`src/rtl/cmd_parser_pkg.sv`:
```
// Shared command ICD package for the command parser.
// Holds the command id enum, the bit positions of every command field,
// and builder functions that assemble well-formed command words.
package cmd_parser_pkg;

  typedef enum logic [3:0] {
    CMD_BANK = 4'h0,
    CMD_OUT  = 4'h1
  } cmd_id_t;

  localparam int ID_MSB         = 31;
  localparam int ID_LSB         = 28;

  localparam int BANK_EN_MSB    = 3;
  localparam int BANK_EN_LSB    = 0;
  localparam int BANK_RSVD0_MSB = 7;
  localparam int BANK_RSVD0_LSB = 4;
  localparam int BANK_VAL_MSB   = 15;
  localparam int BANK_VAL_LSB   = 8;
  localparam int BANK_RSVD1_MSB = 27;
  localparam int BANK_RSVD1_LSB = 16;

  localparam int OUT_SEL_MSB    = 4;
  localparam int OUT_SEL_LSB    = 0;
  localparam int OUT_RSVD_MSB   = 27;
  localparam int OUT_RSVD_LSB   = 5;

  function automatic logic [31:0] build_bank(input logic [3:0] en, input logic [7:0] val);
    logic [31:0] w;
    w = '0;
    w[ID_MSB:ID_LSB]             = CMD_BANK;
    w[BANK_EN_MSB:BANK_EN_LSB]   = en;
    w[BANK_VAL_MSB:BANK_VAL_LSB] = val;
    return w;
  endfunction

  function automatic logic [31:0] build_out(input logic [4:0] sel);
    logic [31:0] w;
    w = '0;
    w[ID_MSB:ID_LSB]           = CMD_OUT;
    w[OUT_SEL_MSB:OUT_SEL_LSB] = sel;
    return w;
  endfunction

endpackage

```
`src/rtl/cmd_parser_if.sv`:
```
// Command word handshake bundle.
//   cmd_valid : command word present (master -> slave)
//   cmd_data  : 32-bit command word   (master -> slave)
//   cmd_ready : slave can accept       (slave -> master)
interface cmd_parser_if;
  logic        cmd_valid;
  logic        cmd_ready;
  logic [31:0] cmd_data;

  modport master (output cmd_valid, output cmd_data, input  cmd_ready);
  modport slave  (input  cmd_valid, input  cmd_data, output cmd_ready);
endinterface

```
`src/rtl/cmd_lsb_sel.sv`:
```
// Lowest-set-bit finder for the 4-bit pending bank mask.
//   mask_i : pending mask
//   idx_o  : index of the lowest set bit (0 when the mask is empty)
module cmd_lsb_sel (
  input  logic [3:0] mask_i,
  output logic [1:0] idx_o
);
  always_comb begin
    idx_o = 2'd0;
    if      (mask_i[0]) idx_o = 2'd0;
    else if (mask_i[1]) idx_o = 2'd1;
    else if (mask_i[2]) idx_o = 2'd2;
    else if (mask_i[3]) idx_o = 2'd3;
  end
endmodule

```
`src/rtl/cmd_parser.sv`:
```
// Command parser: accepts 32-bit command words and turns them into bank
// register writes, output-select updates or error pulses.
//   clk, rst     : clock, asynchronous active-high reset
//   cmd          : command handshake (slave side)
//   bank_wr_*    : one bank register write per cycle while a BANK command drains
//   out_sel/stb  : output selection and its one-cycle update pulse
//   err_stb      : one-cycle pulse per rejected command
//   err_count    : saturating rejected-command count
//   cmd_count    : wrapping accepted, well-formed command count
module cmd_parser
  import cmd_parser_pkg::*;
#(
  parameter int ERR_CNT_W = 8,
  parameter int CMD_CNT_W = 16
) (
  input  logic                 clk,
  input  logic                 rst,
  cmd_parser_if.slave          cmd,
  output logic                 bank_wr_en,
  output logic [1:0]           bank_wr_idx,
  output logic [7:0]           bank_wr_data,
  output logic [4:0]           out_sel,
  output logic                 out_stb,
  output logic                 err_stb,
  output logic [ERR_CNT_W-1:0] err_count,
  output logic [CMD_CNT_W-1:0] cmd_count
);

  localparam logic [0:0] IDLE    = 1'b0;
  localparam logic [0:0] BANK_WR = 1'b1;

  logic [0:0]           state_q, state_d;
  logic [3:0]           mask_q, mask_d;
  logic                 wr_en_q, wr_en_d;
  logic [1:0]           wr_idx_q, wr_idx_d;
  logic [7:0]           wr_data_q, wr_data_d;
  logic [4:0]           out_sel_q, out_sel_d;
  logic                 out_stb_q, out_stb_d;
  logic                 err_stb_q, err_stb_d;
  logic [ERR_CNT_W-1:0] err_cnt_q, err_cnt_d;
  logic [CMD_CNT_W-1:0] cmd_cnt_q, cmd_cnt_d;

  logic       accept;
  logic       is_bank;
  logic       is_out;
  logic [3:0] en_f;
  logic [3:0] cleared;
  logic [3:0] lsb_in;
  logic [1:0] lsb_idx;

  assign cmd.cmd_ready = (state_q == IDLE);
  assign accept        = cmd.cmd_valid && (state_q == IDLE);

  assign en_f    = cmd.cmd_data[BANK_EN_MSB:BANK_EN_LSB];
  assign is_bank = (cmd.cmd_data[ID_MSB:ID_LSB] == CMD_BANK)
                && (cmd.cmd_data[BANK_RSVD0_MSB:BANK_RSVD0_LSB] == '0)
                && (cmd.cmd_data[BANK_RSVD1_MSB:BANK_RSVD1_LSB] == '0);
  assign is_out  = (cmd.cmd_data[ID_MSB:ID_LSB] == CMD_OUT)
                && (cmd.cmd_data[OUT_RSVD_MSB:OUT_RSVD_LSB] == '0);

  // Mask left after retiring the bit being written this cycle.
  assign cleared = mask_q & ~(4'b0001 << wr_idx_q);

  // The index register always holds the bit to write in the coming cycle,
  // so the finder looks at the mask that will be pending after this edge.
  assign lsb_in = (state_q == IDLE) ? en_f : cleared;

  cmd_lsb_sel u_lsb_sel (
    .mask_i (lsb_in),
    .idx_o  (lsb_idx)
  );

  always_comb begin
    state_d   = state_q;
    mask_d    = mask_q;
    wr_en_d   = wr_en_q;
    wr_idx_d  = wr_idx_q;
    wr_data_d = wr_data_q;
    out_sel_d = out_sel_q;
    out_stb_d = 1'b0;
    err_stb_d = 1'b0;
    err_cnt_d = err_cnt_q;
    cmd_cnt_d = cmd_cnt_q;
    case (state_q)
      IDLE: begin
        if (accept) begin
          if (is_bank) begin
            cmd_cnt_d = cmd_cnt_q + 1'b1;
            // An empty enable mask is a legal no-op.
            if (en_f != 4'd0) begin
              state_d   = BANK_WR;
              mask_d    = en_f;
              wr_en_d   = 1'b1;
              wr_idx_d  = lsb_idx;
              wr_data_d = cmd.cmd_data[BANK_VAL_MSB:BANK_VAL_LSB];
            end
          end else if (is_out) begin
            cmd_cnt_d = cmd_cnt_q + 1'b1;
            out_sel_d = cmd.cmd_data[OUT_SEL_MSB:OUT_SEL_LSB];
            out_stb_d = 1'b1;
          end else begin
            err_stb_d = 1'b1;
            if (err_cnt_q != '1) err_cnt_d = err_cnt_q + 1'b1;
          end
        end
      end
      BANK_WR: begin
        mask_d = cleared;
        if (cleared == 4'd0) begin
          state_d = IDLE;
          wr_en_d = 1'b0;
        end else begin
          wr_idx_d = lsb_idx;
        end
      end
      default: state_d = IDLE;
    endcase
  end

  always_ff @(posedge clk or posedge rst) begin
    if (rst) begin
      state_q   <= IDLE;
      mask_q    <= 4'd0;
      wr_en_q   <= 1'b0;
      out_sel_q <= 5'd0;
      out_stb_q <= 1'b0;
      err_stb_q <= 1'b0;
      err_cnt_q <= '0;
      cmd_cnt_q <= '0;
    end else begin
      state_q   <= state_d;
      mask_q    <= mask_d;
      wr_en_q   <= wr_en_d;
      out_sel_q <= out_sel_d;
      out_stb_q <= out_stb_d;
      err_stb_q <= err_stb_d;
      err_cnt_q <= err_cnt_d;
      cmd_cnt_q <= cmd_cnt_d;
    end
  end

  // Write index/data are qualified by bank_wr_en and need no reset.
  always_ff @(posedge clk) begin
    wr_idx_q  <= wr_idx_d;
    wr_data_q <= wr_data_d;
  end

  assign bank_wr_en   = wr_en_q;
  assign bank_wr_idx  = wr_idx_q;
  assign bank_wr_data = wr_data_q;
  assign out_sel      = out_sel_q;
  assign out_stb      = out_stb_q;
  assign err_stb      = err_stb_q;
  assign err_count    = err_cnt_q;
  assign cmd_count    = cmd_cnt_q;

endmodule

```
`src/flat_wrapper.sv`:
```
// flat-port wrapper written by rule: the top's interface ports become plain ports
module cmd_parser_flat import cmd_parser_pkg::*;
#(
  parameter int ERR_CNT_W = 8,
  parameter int CMD_CNT_W = 16
)
  (clk, rst, bank_wr_en, bank_wr_idx, bank_wr_data, out_sel, out_stb, err_stb, err_count, cmd_count, cmd_cmd_valid, cmd_cmd_data, cmd_cmd_ready);
  cmd_parser_if cmd_i ();
  input  logic clk;
  input  logic rst;
  output logic bank_wr_en;
  output logic [1:0] bank_wr_idx;
  output logic [7:0] bank_wr_data;
  output logic [4:0] out_sel;
  output logic out_stb;
  output logic err_stb;
  output logic [ERR_CNT_W-1:0] err_count;
  output logic [CMD_CNT_W-1:0] cmd_count;
  input wire logic [$bits(cmd_i.cmd_valid)-1:0] cmd_cmd_valid;
  input wire logic [$bits(cmd_i.cmd_data)-1:0] cmd_cmd_data;
  output wire logic [$bits(cmd_i.cmd_ready)-1:0] cmd_cmd_ready;
  assign cmd_i.cmd_valid = cmd_cmd_valid;
  assign cmd_i.cmd_data = cmd_cmd_data;
  assign cmd_cmd_ready = cmd_i.cmd_ready;
  cmd_parser #(.ERR_CNT_W(ERR_CNT_W), .CMD_CNT_W(CMD_CNT_W)) u_core (.clk(clk), .rst(rst), .cmd(cmd_i), .bank_wr_en(bank_wr_en), .bank_wr_idx(bank_wr_idx), .bank_wr_data(bank_wr_data), .out_sel(out_sel), .out_stb(out_stb), .err_stb(err_stb), .err_count(err_count), .cmd_count(cmd_count));
endmodule
```
`config.mk`:
```
export PLATFORM = sky130hd
export DESIGN_NAME = cmd_parser_flat
export DESIGN_NICKNAME = d
export VERILOG_FILES = /design/src/rtl/cmd_parser_pkg.sv /design/src/rtl/cmd_parser_if.sv /design/src/rtl/cmd_lsb_sel.sv /design/src/rtl/cmd_parser.sv /design/src/flat_wrapper.sv
export SDC_FILE = /design/constraint.sdc
export NUM_CORES = 1
export LEC_CHECK = 0
export BUFFER_PORTS_ARGS = -buffer_cell sky130_fd_sc_hd__buf_2
export CAP_MARGIN = 5
export CORE_MARGIN = 10
export CORE_UTILIZATION = 45
export CTS_BUF_LIST = sky130_fd_sc_hd__clkbuf_2
export CTS_CLUSTER_SIZE = 16
export DETAILED_ROUTE_END_ITERATION = 6
export PLACE_DENSITY = 0.74
export SLEW_MARGIN = 20
export SYNTH_ARGS = -nofsm -noshare
export SYNTH_HDL_FRONTEND = slang
export SYNTH_SLANG_ARGS = --single-unit
export TNS_END_PERCENT = 100
```
`constraint.sdc`:
```
create_clock -name clk -period 2.5 [get_ports clk]
set_input_delay 0.75 -clock clk [delete_from_list [all_inputs] [get_ports clk]]
set_output_delay 0.75 -clock clk [all_outputs]
set_load 0.005 [all_outputs]
```
Word-level counts from Yosys, hierarchy flattened
Index checks and enable logic that the tools add are counted.
- add/sub/neg operators: 2
- $mul: 0
- divide/modulo/power cells: 0
- order comparisons: 0
- equality and inequality tests: 7
- shift-type cells: 1
- multiplexer cells: 34
- bitwise gates (word level): 5
- reduce and logical (&&, ||, !) cells: 18
- operators with widths (operator ; count):
    $mux W16 ; 2
    $logic_not A23 Y1 ; 1
    $add A16 B1 Y16 const B ; 1
    $mux W1 ; 16
    $mux W2 ; 8
    $mux W4 ; 4
    $reduce_and A4 Y1 ; 4
    $logic_not A12 Y1 ; 1
    $logic_not A4 Y1 ; 3
    $add A8 B1 Y8 const B ; 1
    $ne A8 B8 Y1 const B ; 1
    $pmux W4 S2 ; 1
    $ne A2 B1 Y1 const B ; 3
    $reduce_and A3 Y1 ; 2
    $reduce_and A5 Y1 ; 1
    $and A4 B4 Y4 ; 1
    $eq A4 B1 Y1 const B ; 1
    $logic_and A1 B1 Y1 ; 4
    $ne A2 B2 Y1 const B ; 2
    $not A4 Y4 ; 1
    $pmux W1 S2 ; 2
    $pmux W2 S2 ; 1
    $reduce_bool A4 Y1 ; 1
    $shl A1 B2 Y4 const A ; 1
    other kinds (2) ; 4
- register bits: 47
- latch bits: 0
- bits in writable memories: 0
- memory bits (read-only): 0
- input port bits: 35
- output and inout port bits: 43
- logic and storage cells: 77
- memories kept: 0

Longest topological paths before layout
Gate-level depths: netlist (run 1).
- word-level depth: 12
- gate-level depth with buffers: 6
- gate-level depth less buffers: 5

Hierarchy
Synthesis (run 1) repeated with hierarchy kept, for this count alone.
- cell total of the unflattened synthesis: 187
- area total of the unflattened synthesis: 2235.9 um^2
- by module, submodules not included (module ; times used ; cells each ; area an instance (um^2) ; seq. area each (um^2)):
    cmd_parser ; 1 ; 182 ; 2208.4 ; 1226.2
    cmd_lsb_sel ; 1 ; 5 ; 27.5 ; 0.0

Least setup slack after synthesis (run 1)
Ideal clock, no wire load.
- path kind: input to register
- start: in cmd_cmd_data[28]
- end: reg u_core.wr_idx_q[0] (netlist: u_core.bank_wr_idx[0]), enable pin
- setup time: 297 ps
- arrival: 2308 ps
- data required time: 2203 ps
- slack: -106 ps
- stages: 4
- path buffers: 0
- cell sequence: nor4_1 > nand3_1 > nor3_1 > a21o_1
- cells in the longest elaborated chain, start to end: 5
- RTL lines (what ; line ; text):
    from (decl) ; flat_wrapper.sv:20 ; input wire logic [$bits(cmd_i.cmd_data)-1:0] cmd_cmd_data;
    $logic_not A4 Y1 ; cmd_parser.sv:55 ; assign is_bank = (cmd.cmd_data[ID_MSB:ID_LSB] == CMD_BANK)
    $logic_and A1 B1 Y1 ; cmd_parser.sv:56 ; && (cmd.cmd_data[BANK_RSVD0_MSB:BANK_RSVD0_LSB] == '0)
    $logic_and A1 B1 Y1 ; cmd_parser.sv:57 ; && (cmd.cmd_data[BANK_RSVD1_MSB:BANK_RSVD1_LSB] == '0);
    $ne A2 B1 Y1 (no line) ; -- ;
    $reduce_and A4 Y1 (no line) ; -- ;
    to (signal assigned) ; cmd_parser.sv:144 ; wr_idx_q <= wr_idx_d;
    to (decl) ; cmd_parser.sv:35 ; logic [1:0] wr_idx_q, wr_idx_d;
No other way between the ends.
A chain may end at the register's enable or synchronous reset.

Final worst setup path (run 1)
- start: reg u_core.state_q
- end: out cmd_cmd_ready
- cells in the longest elaborated chain, start to end: 1
- RTL lines (what ; line ; text):
    from (decl) ; cmd_parser.sv:32 ; logic [0:0] state_q, state_d;
    from (signal assigned) ; cmd_parser.sv:131 ; state_q <= state_d;
    $not A1 Y1 (no line) ; -- ;
    to (decl) ; flat_wrapper.sv:21 ; output wire logic [$bits(cmd_i.cmd_ready)-1:0] cmd_cmd_ready;
No other way between the ends.

==> impl_metrics.csv, run 1 <==
group,metric,value,unit
die,die_height,90.0,µm
setup_path,timing.critical_path.to_type,"primary output",
placement,buffer_ports.inserted,77,
final_layout,drive_gt1_share,42.4,%
yosys,yosysSeqAreaShare,55.7,%
die,die_area,8100,µm²
sta,setup-tns-final,0,ps
power_and_ir_drop,p_leak,1.38,nW
sta,final_min_period_over_clock_period,80.6,%
die,width_of_the_chip,90.0,µm
grt,grt_antenna_before_repair,0,
clock_tree,cts_max_level,2,
final_layout,final_core_util,58.5,%
drt,initialDrtViolationCount,40,
clock_tree,cts_made_buffers,5,
power_and_ir_drop,peakVddDrop,0.315,mV
placement,routability_congestion_estimate,0.816,
setup_path,reg2regPathDepth,4,
grt,grt_max_degree,38,
die,floorplan.initialDensity,46.6,%
grt,vias_in_the_first_global_route,1672,
sta,period_minus_slack,2010,ps
yosys,synth.ff_latch_count,47,
sta,clock-skew-final,12.1,ps
setup_path,critical_path_peak_fanout,10,
clock_tree,cts.reportedPaths.clkPinSlew,220,ps
final_layout,nNetsFinal,305,
drt,detailroute.via_count,1653,
drt,post_drt_wl_per_cell,14.8,µm
sta,drv_slew,0,
clock_tree,cts.path.max_buffers,2,
clock_tree,clk_latency,400,ps
die,io_pins,78,
run_status,run_status,"finished clean",
sta,setup_violations,0,
setup_path,crit_type,"flop to primary output",
worst_hold_path,worstHoldPathType,"input pin to async pin",
drt,number_of_design_rule_violations_left_after_detail_routing,0,
grt,global_route_wire_length_before_repair,8270,µm
final_layout,synthToLayoutAreaGrowth,25.5,%
sta,maxClockFrequency,497,MHz
yosys,synthesis.instances,180,
clock_tree,cts_repair_resize_count,0,
sta,timing.max_slew.rel_slack,68.8,%
clock_tree,post_cts_repair_setup_buffers,0,
clock_tree,holdBufCountCts,0,
run,cap_viol_max_count,0,
setup_path,reg2reg_slack,560,ps
final_layout,insertedDiodeCount,0,
drt,antenna_left,0,
power_and_ir_drop,power-per-cell-area,520,nW/µm²
setup_path,cp_data_required_time,1750,ps
yosys,synth_nets,217,
clock_tree,cts-root-buf,"clkbuf_2",
setup_path,cp.arrival,1260,ps
setup_path,rr_startpoint,"u_core.state_q",
yosys,synth.area.top_cells,"dfrtp_1 42%, edfxtp_1 14%, xnor2_1 5.6%",
clock_tree,cts_tree,"done",
yosys,ys_types,40,
setup_path,critPathLaunchType,"flop",
yosys,syn_area_per_cell,12.2,µm²
yosys,yosys_warnings,0,
yosys,synth_top_area_share,42.0,%
sta,max_slew.worst_pin.slew,465,ps
setup_path,worstReg2RegEnd,"u_core.err_count[6]",
drt,drt_pass1_iterations,4,
die,placeableCoreArea,4720,µm²
drt,drt_wl_total,4990,µm
placement,detailed_place_hpwl,4060,µm
grt,globalRouteOverflowTotal,0,
die,core.rowCount,25,
sta,setup_repair_after_global_routing_missed_its_margin,"no",
sta,hold_viol_final,0,
yosys,yosysTopAreaCell,"dfrtp_1",
yosys,synth.cell_area,2200,µm²
clock_tree,clock-sinks,47,
drt,via_count_normalized_by_instance_count,4.92,
grt,global_route.usage.total,12.2,%
registers in the layout, indices dropped and copies added (netlist names):
| signal | count |
|---|---|
| u_core.bank_wr_en | 1 |
| u_core.err_stb | 1 |
| u_core.bank_wr_data | 8 |
| u_core.err_count | 8 |
| u_core.bank_wr_idx | 2 |
| u_core.cmd_count | 16 |
| u_core.out_stb | 1 |
| u_core.out_sel | 5 |
| u_core.mask_q | 4 |
| u_core.state_q | 1 |
cells in the mapped netlist (all sizes together):
master   n
a31oi    1
nor4b    2
mux2i    3
nand2b   2
nor4     8
a211oi   1
o211ai   1
clkbuf   1
o221ai   1
dfrtp   37
nor2    14
nand3   14
a21oi    4
edfxtp  10
or4      2
xnor2   14
inv      8
a32oi    1
nor3     6
a21o     2
ha       2
and3     3
and4     1
mux2    10
nor2b    2
o21ai    3
o32a     1
nand2   11
nand4    6
buf      1
nor3b    1
xor2     7
per-stage QoR:
step / std cells / hold WS [ps] / area [µm²] / worst slack (ps) / total power, mW
6_report: 336 / 413 / 2770 / 486 / 1.44
5_1_grt: 336 / 399 / 2770 / 350 / 1.51
4_1_cts: 336 / 407 / 2770 / 460 / 1.46
3_5_place_dp: 328 / 479 / 2730 / 55.2 / 1.16
3_3_place_gp: 328 / 458 / 2730 / 74.0 / 1.15
2_1_floorplan: 180 / 468 / 2210 / 159 / 1.03
worst max-delay path by stage:
stage                      from               endpoint  slack (ps)
2_1_floorplan  cmd_cmd_data[28]  u_core.bank_wr_idx[0]         160
3_3_place_gp   cmd_cmd_data[12]    u_core.cmd_count[9]          70
3_5_place_dp   cmd_cmd_data[12]    u_core.cmd_count[8]          60
4_1_cts          u_core.state_q          cmd_cmd_ready         460
5_1_grt          u_core.state_q          cmd_cmd_ready         350
6_report         u_core.state_q          cmd_cmd_ready         490
logic make-up after synthesis:
family	count (synthesis)	share of synthesized area, %
AO/OA/AOI/OAI	15	5.45
XOR/XNOR	21	8.35
adder cells (fa/ha/maj)	2	1.14
buffers and inverters	10	1.76
flip-flops	47	55.7
multiplexers	13	6.47
AND/OR/NAND/NOR	72	21.2
area by class of cell:
cell class | instances | area [µm²]
fill | 413 | 1960
sequential | 47 | 1230
multi-input combinational | 123 | 943
timing repair buffer | 83 | 443
tap | 67 | 83.8
clock buffer | 6 | 30.0
inverter | 8 | 30.0
clock inverter | 2 | 8.76
where the power goes:
part / internal (mW) / switching [mW] / leakage [nW]
combinational: 0.116 / 0.112 / 0.767
sequential: 0.838 / 0.0764 / 0.583
clock: 0.0689 / 0.227 / 0.0304
cells in the final DEF (no fill, tap or decap), types with 3 or more instances in the layout:
cell      netlist  final
nor4_2          5      5
nor2_1         12     12
mux2i_1         3      3
nand3_1        14     14
and3_1          3      3
clkbuf_2        0      6
xor2_1          7      7
buf_2           1     77
nand4_1         5      5
o21ai_0         3      3
a21oi_1         4      4
buf_4           0      5
mux2_2          8      8
dfrtp_1        37     37
edfxtp_1       10     10
nor3_1          5      4
xnor2_1        14     14
inv_1           7      7
nand2_1        11     11
worst max-delay path, cell delays in order (launching register included):
cell and delay, ps:
dfrtp_1 590, inv_2 130, buf_2 150
routing by layer:
layer  vias up  GRT usage [%]  routed length (µm)
met5         -              0                   0
met4         0           3.98                  65
li1        828              -                   -
met3         6           4.24                 287
met2        41           21.1                2540
met1       778           13.7                2090
(Power assumes the default switching activity.)
==> run 2, diff against run 1 <==
ABC_AREA = 1   (was default)
PLACE_DENSITY = 0.72   (was 0.74)
clock period = 1.99 ns   (was 2.5 ns; I/O delays follow)
==> impl_metrics.csv, run 2 <==
group,metric,value,unit
die,floorplan.initialDensity,47.1,%
sta,max_slew.worst_pin.slew,461,ps
final_layout,synthToLayoutAreaGrowth,20.6,%
drt,post_drt_wl_per_cell,12.5,µm
grt,grt_max_degree,38,
placement,routability_congestion_estimate,0.852,
yosys,edff_count_synth,10,
clock_tree,clock-sinks,47,
clock_tree,cts_max_level,2,
power_and_ir_drop,peakVddDrop,0.477,mV
yosys,yosys_warnings,0,
setup_path,critPathLaunchType,"flop",
run_status,run_status,"finished clean",
setup_path,critPathTopFamily,"flip-flops",
sta,maxClockFrequency,557,MHz
clock_tree,cts_repair_resize_count,0,
drt,detailroute.via_count,2341,
yosys,synth_top_flop_cell,"dfrtp_1",
setup_path,cp.arrival,1200,ps
placement,buffer_ports.inserted,77,
setup_path,crit_type,"flop to primary output",
yosys,syn_area_per_cell,8.06,µm²
grt,vias_in_the_first_global_route,2324,
yosys,synthesis.instances,326,
yosys,ys_types,30,
yosys,list_of_most_frequent_post_synthesis_cells,"102 x nand2_1, 37 x dfrtp_1, 34 x nor2_1",
sta,setup_violations,0,
yosys,synth.cell_area,2630,µm²
run,cap_viol_max_count,0,
grt,globalRouteOverflowTotal,0,
grt,grt_antenna_before_repair,0,
clock_tree,post_cts_repair_setup_buffers,0,
sta,hold_viol_final,0,
clock_tree,clk_latency,400,ps
grt,global_route_wire_length_before_repair,10300,µm
yosys,synth.ff_latch_count,47,
clock_tree,cts.path.max_buffers,2,
sta,layout_setup_ws,194,ps
setup_path,cp_data_required_time,1390,ps
drt,drt_pass1_iterations,4,
worst_hold_path,worstHoldPathType,"input pin to async pin",
placement,pre_cts_ws,24.5,ps
drt,via_count_normalized_by_instance_count,4.84,
drt,number_of_design_rule_violations_left_after_detail_routing,0,
final_layout,drive_gt1_share,31.6,%
sta,worst_hold_slack,239,ps
die,placeableCoreArea,5570,µm²
sta,setup_repair_after_global_routing_missed_its_margin,"no",
drt,drt_wl_total,6070,µm
sta,period_minus_slack,1800,ps
setup_path,cp.depth,2,
drt,initialDrtViolationCount,57,
drt,antenna_left,0,
die,width_of_the_chip,96.4,µm
power_and_ir_drop,p_leak,1.66,nW
yosys,synth.area.top_cells,"dfrtp_1 35%, nand2_1 15%, edfxtp_1 11%",
clock_tree,holdBufCountCts,0,
yosys,ys_async_sr_fraction,78.7,%
setup_path,worstPathCellList,"inv_1 > buf_2",
final_layout,final_cell_mix,"102 x nand2_1, 77 x buf_2, 37 x dfrtp_1, 34 x nor2_1, 31 x inv_1",
setup_path,critical_path_buf_inv_count,2,
yosys,yosysMostFrequentCell,"nand2_1",
clock_tree,cts.reportedPaths.clkPinSlew,220,ps
sta,final_min_period_over_clock_period,90.3,%
yosys,synth_top_area_share,35.2,%
setup_path,crit_slowest_cell,"dfrtp_1",
sta,drv_slew,0,
final_layout,insertedDiodeCount,0,
die,io_pins,78,
placement,detailed_place_hpwl,4930,µm
sta,clock-skew-final,13.6,ps
die,core.rowCount,27,
die,die_height,96.4,µm
final_layout,nNetsFinal,449,
die,die_area,9290,µm²
clock_tree,cts-root-buf,"clkbuf_2",
yosys,yosysSeqAreaShare,46.7,%
clock_tree,cts_tree,"done",
setup_path,critical_path_peak_fanout,7,
sta,timing.max_slew.rel_slack,69.2,%
yosys,yosysTopAreaCell,"dfrtp_1",
setup_path,reg2regPathDepth,7,
clock_tree,cts_made_buffers,5,
yosys,synth_nets,363,
setup_path,timing.critical_path.slowest_cell_delay,500,ps
final_layout,mostFrequentLayoutCell,"nand2_1",
final_layout,largest_reg_flops,16,
grt,global_route.usage.total,13.7,%
power_and_ir_drop,power-per-cell-area,581,nW/µm²
setup_path,timing.critical_path.to_type,"primary output",
sta,setup-tns-final,0,ps
## run 2: per-stage QoR
step / instance area [µm²] / utilization (%) / std cells / total power [mW]
2_1_floorplan: 2630 / - / 326 / 1.24
3_3_place_gp: 3110 / 55.8 / 477 / 1.36
3_5_place_dp: 3110 / 55.8 / 477 / 1.37
4_1_cts: 3170 / 56.9 / 484 / 1.88
5_1_grt: 3170 / 56.9 / 484 / 1.95
6_report: 3170 / 56.9 / 484 / 1.84
## run 2: cell families (layout without fill, tap and decap cells)
logic type               count (synthesis)  count (layout)  share of synthesized area (%)
buffers and inverters                   42             128                           7.24
XOR/XNOR                                20              20                           6.67
AO/OA/AOI/OAI                           22              22                           5.43
adder cells (fa/ha/maj)                  2               2                          0.952
AND/OR/NAND/NOR                        193             193                           33.0
flip-flops                              47              47                           46.7
## run 2: report_power, final
| group | switching, mW | total (mW) | internal, mW | leakage, nW |
|---|---|---|---|---|
| Combinational | 0.130 | 0.254 | 0.123 | 1.04 |
| Sequential | 0.0610 | 1.09 | 1.03 | 0.577 |
| Clock | 0.288 | 0.500 | 0.212 | 0.0391 |
## run 2: worst register-to-register path: stages, from the launching register on
cell	delay [ps]
dfrtp_1	460
ha_1	220
nand3_1	100
nor2_2	140
nand3_2	200
nand4_2	250
nand2_1	70
nand2_1	70
## run 2: layout make-up
type	instances	area [µm²]
multi-input combinational	237	1210
inverter	36	136
fill	553	2400
clock buffer	6	30.0
tap	72	90.1
clock inverter	1	30.0
timing repair buffer	85	445
sequential	47	1230
## run 2: worst paths after layout
kind | startpoint | endpoint | slack, ps
max | u_core.state_q | cmd_cmd_ready | 190
min | rst | u_core.err_count[1] | 240
max reg2reg | u_core.err_count[0] | u_core.err_count[5] | 430
min reg2reg | u_core.out_sel[0] | u_core.out_sel[0] | 510
max in group asynchronous | rst | u_core.cmd_count[3] | 1410
min in group clk | cmd_cmd_data[13] | u_core.bank_wr_data[5] | 360
## run 2: layer usage
layer	part of all wire [%]	up-vias	global-route usage, %
met5	0	-	0
met4	1.2	0	4.48
met3	6.4	6	3.78
met2	50	58	25.0
met1	42	1079	15.1
li1	-	1198	-
